**src/rtl/uart_tx_mmio_if.sv**
```systemverilog
// CPU-side IO bus for the memory-mapped UART transmitter: word select, write and
// read strobes, byte-lane mask, store data and registered read data.
interface uart_tx_mmio_if;
  logic [1:0]  io_addr;
  logic        io_wstrb;
  logic [3:0]  io_wmask;
  logic [31:0] io_wdata;
  logic        io_rstrb;
  logic [31:0] io_rdata;

  modport master (
    output io_addr, io_wstrb, io_wmask, io_wdata, io_rstrb,
    input  io_rdata
  );

  modport slave (
    input  io_addr, io_wstrb, io_wmask, io_wdata, io_rstrb,
    output io_rdata
  );
endinterface

```
**src/rtl/uart_tx_mmio.sv**
```systemverilog
// Memory-mapped 8N1 UART transmitter: byte stores to DATA go through a small FIFO
// and are serialised on ftdi_txd; STATUS exposes overflow/empty/full/busy.
module uart_tx_mmio #(
  parameter int CLKS_PER_BIT = 217,
  parameter int FIFO_DEPTH   = 4
) (
  input  logic           clk,
  input  logic           rst,
  uart_tx_mmio_if.slave  bus,
  output logic           ftdi_txd
);

  localparam int PW = $clog2(FIFO_DEPTH);
  localparam int CW = $clog2(CLKS_PER_BIT);
  localparam logic [CW-1:0] BIT_LAST   = CW'(CLKS_PER_BIT - 1);
  localparam logic [PW:0]   FULL_COUNT = (PW + 1)'(FIFO_DEPTH);

  typedef enum logic [1:0] {S_IDLE, S_START, S_DATA, S_STOP} state_t;

  state_t        r_state;
  logic [7:0]    r_mem [FIFO_DEPTH];
  logic [PW-1:0] r_wptr;
  logic [PW-1:0] r_rptr;
  logic [PW:0]   r_count;
  logic [7:0]    r_shift;
  logic [CW-1:0] r_bit_cnt;
  logic [2:0]    r_bit_idx;
  logic          r_overflow;
  logic          r_txd;
  logic [31:0]   r_rdata;

  logic       w_full;
  logic       w_empty;
  logic       w_busy;
  logic       w_push_req;
  logic       w_push;
  logic       w_pop;
  logic       w_bit_end;
  logic       w_ovf_clr;
  logic [7:0] w_head;
  logic       w_unused;

  assign w_full     = (r_count == FULL_COUNT);
  assign w_empty    = (r_count == '0);
  assign w_busy     = (r_state != S_IDLE) || !w_empty;
  assign w_push_req = bus.io_wstrb && (bus.io_addr == 2'd0) && bus.io_wmask[0];
  assign w_push     = w_push_req && !w_full;
  assign w_ovf_clr  = bus.io_wstrb && (bus.io_addr == 2'd1) && bus.io_wmask[0] && bus.io_wdata[3];
  assign w_bit_end  = (r_bit_cnt == BIT_LAST);
  // Pop only when the line is free: from IDLE, or at the last cycle of a stop bit.
  assign w_pop      = !w_empty && ((r_state == S_IDLE) || ((r_state == S_STOP) && w_bit_end));
  assign w_head     = r_mem[r_rptr];
  assign w_unused   = &{1'b0, bus.io_wmask[3:1], bus.io_wdata[31:8]};

  assign ftdi_txd    = r_txd;
  assign bus.io_rdata = r_rdata;

  // NOTE: FIFO storage has no reset; the pointers and count alone decide which entries are valid.
  always_ff @(posedge clk) begin
    if (w_push) r_mem[r_wptr] <= bus.io_wdata[7:0];
  end

  // NOTE: sequential state uses non-blocking assignment so every register samples pre-edge values.
  always_ff @(posedge clk or posedge rst) begin
    if (rst) begin
      r_wptr     <= '0;
      r_rptr     <= '0;
      r_count    <= '0;
      r_overflow <= 1'b0;
    end else begin
      if (w_push) r_wptr <= r_wptr + PW'(1);
      if (w_pop)  r_rptr <= r_rptr + PW'(1);
      case ({w_push, w_pop})
        2'b10:   r_count <= r_count + (PW + 1)'(1);
        2'b01:   r_count <= r_count - (PW + 1)'(1);
        default: ;
      endcase
      if (w_push_req && w_full) r_overflow <= 1'b1;
      else if (w_ovf_clr)       r_overflow <= 1'b0;
    end
  end

  always_ff @(posedge clk or posedge rst) begin
    if (rst) begin
      r_rdata <= '0;
    end else if (bus.io_rstrb) begin
      r_rdata <= (bus.io_addr == 2'd1) ? {28'b0, r_overflow, w_empty, w_full, w_busy} : 32'b0;
    end
  end

  always_ff @(posedge clk or posedge rst) begin
    if (rst) begin
      r_state   <= S_IDLE;
      r_txd     <= 1'b1;
      r_shift   <= '0;
      r_bit_cnt <= '0;
      r_bit_idx <= '0;
    end else begin
      case (r_state)
        S_IDLE: begin
          if (w_pop) begin
            r_shift   <= w_head;
            r_bit_cnt <= '0;
            r_txd     <= 1'b0;
            r_state   <= S_START;
          end
        end
        S_START: begin
          if (w_bit_end) begin
            r_bit_cnt <= '0;
            r_bit_idx <= '0;
            r_txd     <= r_shift[0];
            r_state   <= S_DATA;
          end else begin
            r_bit_cnt <= r_bit_cnt + CW'(1);
          end
        end
        S_DATA: begin
          if (w_bit_end) begin
            r_bit_cnt <= '0;
            if (r_bit_idx == 3'd7) begin
              r_txd   <= 1'b1;
              r_state <= S_STOP;
            end else begin
              r_bit_idx <= r_bit_idx + 3'd1;
              r_shift   <= {1'b0, r_shift[7:1]};
              r_txd     <= r_shift[1];
            end
          end else begin
            r_bit_cnt <= r_bit_cnt + CW'(1);
          end
        end
        S_STOP: begin
          if (w_bit_end) begin
            r_bit_cnt <= '0;
            if (w_pop) begin
              r_shift <= w_head;
              r_txd   <= 1'b0;
              r_state <= S_START;
            end else begin
              r_state <= S_IDLE;
            end
          end else begin
            r_bit_cnt <= r_bit_cnt + CW'(1);
          end
        end
        default: r_state <= S_IDLE;
      endcase
    end
  end

endmodule

```
**src/flat_wrapper.sv**
```systemverilog
// flat-port wrapper written by rule: the top's interface ports become plain ports
module uart_tx_mmio_flat 
#(
  parameter int CLKS_PER_BIT = 217,
  parameter int FIFO_DEPTH   = 4
)
  (clk, rst, ftdi_txd, bus_io_addr, bus_io_wstrb, bus_io_wmask, bus_io_wdata, bus_io_rstrb, bus_io_rdata);
  uart_tx_mmio_if bus_i ();
  input  logic clk;
  input  logic rst;
  output logic ftdi_txd;
  input wire logic [$bits(bus_i.io_addr)-1:0] bus_io_addr;
  input wire logic [$bits(bus_i.io_wstrb)-1:0] bus_io_wstrb;
  input wire logic [$bits(bus_i.io_wmask)-1:0] bus_io_wmask;
  input wire logic [$bits(bus_i.io_wdata)-1:0] bus_io_wdata;
  input wire logic [$bits(bus_i.io_rstrb)-1:0] bus_io_rstrb;
  output wire logic [$bits(bus_i.io_rdata)-1:0] bus_io_rdata;
  assign bus_i.io_addr = bus_io_addr;
  assign bus_i.io_wstrb = bus_io_wstrb;
  assign bus_i.io_wmask = bus_io_wmask;
  assign bus_i.io_wdata = bus_io_wdata;
  assign bus_i.io_rstrb = bus_io_rstrb;
  assign bus_io_rdata = bus_i.io_rdata;
  uart_tx_mmio #(.CLKS_PER_BIT(CLKS_PER_BIT), .FIFO_DEPTH(FIFO_DEPTH)) u_core (.clk(clk), .rst(rst), .bus(bus_i), .ftdi_txd(ftdi_txd));
endmodule
```
**config.mk**
```make
export PLATFORM = sky130hd
export DESIGN_NAME = uart_tx_mmio_flat
export DESIGN_NICKNAME = d
export VERILOG_FILES = /design/src/rtl/uart_tx_mmio_if.sv /design/src/rtl/uart_tx_mmio.sv /design/src/flat_wrapper.sv
export SDC_FILE = /design/constraint.sdc
export NUM_CORES = 1
export LEC_CHECK = 0
export ABC_AREA = 1
export BUFFER_PORTS_ARGS = -buffer_cell sky130_fd_sc_hd__buf_2
export CORE_MARGIN = 4
export CORE_UTILIZATION = 54
export DETAILED_ROUTE_END_ITERATION = 6
export HOLD_SLACK_MARGIN = 0.08
export PLACE_DENSITY = 0.8
export SLEW_MARGIN = 10
export SYNTH_ARGS = -nofsm -noshare
export SYNTH_HDL_FRONTEND = slang
export SYNTH_SLANG_ARGS = --single-unit
```
**constraint.sdc**
```tcl
create_clock -name clk -period 3.08 [get_ports clk]
set_input_delay 0.308 -clock clk [delete_from_list [all_inputs] [get_ports clk]]
set_output_delay 0.308 -clock clk [all_outputs]
set_load 0.01 [all_outputs]
```
==> results.json <==
{
  "status": "finished, final reports clean",
  "vias_per_cell": 4.94,
  "rsz0062_at_grt": "no",
  "cts_setup_buffers": 0,
  "nNetsFinal": 441,
  "drive_above_1_share_pct": 12.1,
  "syn_to_final_growth_pct": 8.45,
  "numCtsBuffers": 9,
  "synth_area_leaders": "edfxtp_1 (28%), dfrtp_1 (24%), nand2_1 (11%)",
  "gp_congestion": 0.835,
  "port_buffers": 19,
  "critical_path_class": "register to register",
  "p_comb_share_pct": 9.6,
  "hold_class": "input pin to register",
  "clkTransAtPathRegs_ps": 70,
  "peakVddDrop_mv": 0.387,
  "drv_cap": 0,
  "leakage_uw": 0.00171,
  "antenna_found_initial": 0,
  "grt_pass1_vias": 2269,
  "ys_seq_area_share_pct": 53.7,
  "multiInputGateArea_um2": 1280,
  "timing.final.crit_share_pct": 78.6,
  "layout_common_cells": "nand2_1 (100), nand3_1 (43), inv_1 (35)",
  "p_seq_share_pct": 50.9,
  "relSlewSlack_pct": 48.1,
  "powerDensity_nw_per_um2": 550,
  "finalCriticalPeriod_ps": 2420,
  "p_switching_uw": 511,
  "drtAntennaViolNets": 0,
  "yosysTopAreaCell": "edfxtp_1",
  "syn_area_per_cell_um2": 9.43,
  "fillers": 473,
  "drc_errors": 0,
  "p_clk_share_pct": 39.5,
  "clockRootBuffer": "clkbuf_8",
  "endpoint_kind": "register",
  "die_area_um2": 7580,
  "worst_pin_slew_ps": 776,
  "startpoint_type": "register",
  "dpl.cell_count": 447,
  "arrival_ps": 2650,
  "finClkSkew_ps": 7.42,
  "rows": 28,
  "post_drt_wl_per_cell_um": 12.6,
  "io_pins": 75,
  "start_util_pct": 56.3,
  "clk_latency_ps": 350,
  "clock_path_buffers": 2,
  "hpwl_um": 4030,
  "critical_path_peak_fanout": 8,
  "clock-sinks": 66,
  "netlist_instances": 358,
  "grt_max_degree": 35,
  "synth.top_cell.area_share_pct": 28.5,
  "die_h_um": 87.1,
  "fmax_mhz": 413,
  "fp.dieW_um": 87.1,
  "setup_tns_ps": 0,
  "ys.warnings.count": 0,
  "fp.coreArea_um2": 5990,
  "drt_wl_total_um": 5850,
  "p_int_uw": 1500,
  "track_usage_pct": 17.7,
  "ys_types": 29,
  "syn-cell-area_um2": 3370,
  "num_vias": 2291,
  "diodes": 0,
  "final_cells": 464,
  "finalSetupViolations": 0,
  "switching_share_pct": 25.4,
  "slew_viol_final": 0,
  "h-tree-depth": 3,
  "final_common_cell": "nand2_1",
  "first_pass_iters": 4,
  "first_iter_violations": 173,
  "ys_seq_elements": 66,
  "hold_violations": 0,
  "grt-ovfl-total": 0,
  "worstPathRequired_ps": 3300,
  "grt_pass1_wl_um": 10400,
  "cts_tree": "built",
  "seq_area_um2": 1810
}
==> critical path, stage by stage (launching register included) <==
cell	delay, ps
dfrtp_1	410
inv_1	90
ha_1	140
nand2_1	60
nor2_2	120
nand2_2	120
nand2_4	140
nand2_4	110
inv_1	110
ha_1	140
inv_1	70
fa_1	380
a21oi_1	140
o21ai_0	110
xor2_1	150
==> flip-flops by register name, summed over array words and instances, names as in the netlist <==
register	count
u_core.r_overflow	1
u_core.r_wptr	2
u_core.r_count	3
u_core.r_shift	8
u_core.ftdi_txd	1
u_core.r_mem	32
u_core.r_state	2
u_core.bus.io_rdata	4
u_core.r_bit_idx	3
u_core.r_bit_cnt	8
u_core.r_rptr	2
==> cell usage after synthesis <==
cell      count
dfstp_2       1
buf_6         1
nor3_1        4
clkbuf_1      1
edfxtp_1     32
nor2_2        1
conb_1        1
o21ai_0      16
buf_4        29
ha_1         14
nand3b_1      1
or2_2         3
a21oi_1       6
dfrtp_1      33
nand2_4       3
nor2_1       12
xor2_1        5
xnor2_1       2
buf_2         3
nand2_8       1
nand4_1       1
fa_1          1
clkinv_1      1
nand2_2       1
o22ai_1       6
a21oi_4       1
inv_1        35
nand2_1     100
nand3_1      43
==> layer usage <==
metal | wire (um) | GRT usage (%)
met3 | 386 | 5.77
met2 | 2780 | 27.3
met5 | 0 | 0
met4 | 74 | 6.23
met1 | 2620 | 23.5
==> cells by family after synthesis <==
| logic type | count (synthesis) | share of synthesized area [%] |
|---|---|---|
| adder cells (fa/ha/maj) | 15 | 5.78 |
| AO/OA/AOI/OAI | 29 | 4.86 |
| other | 1 | 0.111 |
| buffers and inverters | 70 | 11.3 |
| AND/OR/NAND/NOR | 170 | 22.4 |
| XOR/XNOR | 7 | 1.82 |
| flip-flops | 66 | 53.7 |
==> timing repair <==
item | 4_1_cts | 5_1_grt
gates resized for setup | 0 | 0
endpoints found under the hold margin | 33 | 0
hold buffers | 1 | 0
==> area by class of cell <==
class / instances / share of cell area [%]
clock buffers: 9 / 3.38
well taps: 75 / 2.56
multi-input cells: 249 / 35.0
flip-flops and latches: 66 / 49.5
clock inverters: 7 / 2.56
repair buffers: 22 / 3.28
inverters: 36 / 3.69
==> power groups by stage <==
stage / sequential (uW) / combinational (uW) / clock [uW]
final: 1020 / 193 / 796
after global placement: 1040 / 177 / 0
after detailed placement: 1040 / 190 / 0
after floorplan: 1030 / 161 / 0
after global routing: 1030 / 225 / 846
after CTS: 1020 / 194 / 800
==> stage by stage <==
step	area, um^2	total power (uW)	util (%)	setup slack, ps	hold slack (ps)
after CTS	3660	2020	61.1	640	164
after detailed placement	3430	1230	57.3	672	423
after global placement	3430	1210	57.3	711	422
after global routing	3660	2100	61.1	429	160
final	3660	2010	61.1	658	172
after floorplan	3480	1190	-	888	404
==> worst paths after layout <==
| path | from | to | slack (ps) | cells after the start |
|---|---|---|---|---|
| max in group asynchronous | rst | u_core.ftdi_txd | 2140 | 4 |
| worst max-delay path | u_core.r_bit_cnt[0] | u_core.r_count[2] | 660 | 14 |
| worst min-delay path | bus_io_wdata[0] | u_core.r_mem[0][0] | 170 | 1 |
| worst max register to register | u_core.r_bit_cnt[0] | u_core.r_count[2] | 660 | 14 |
| worst min register to register | u_core.ftdi_txd | u_core.ftdi_txd | 470 | 2 |
| min in group asynchronous | rst | u_core.r_rptr[0] | 600 | 4 |
No activity file was read; power rests on OpenSTA's default activity.
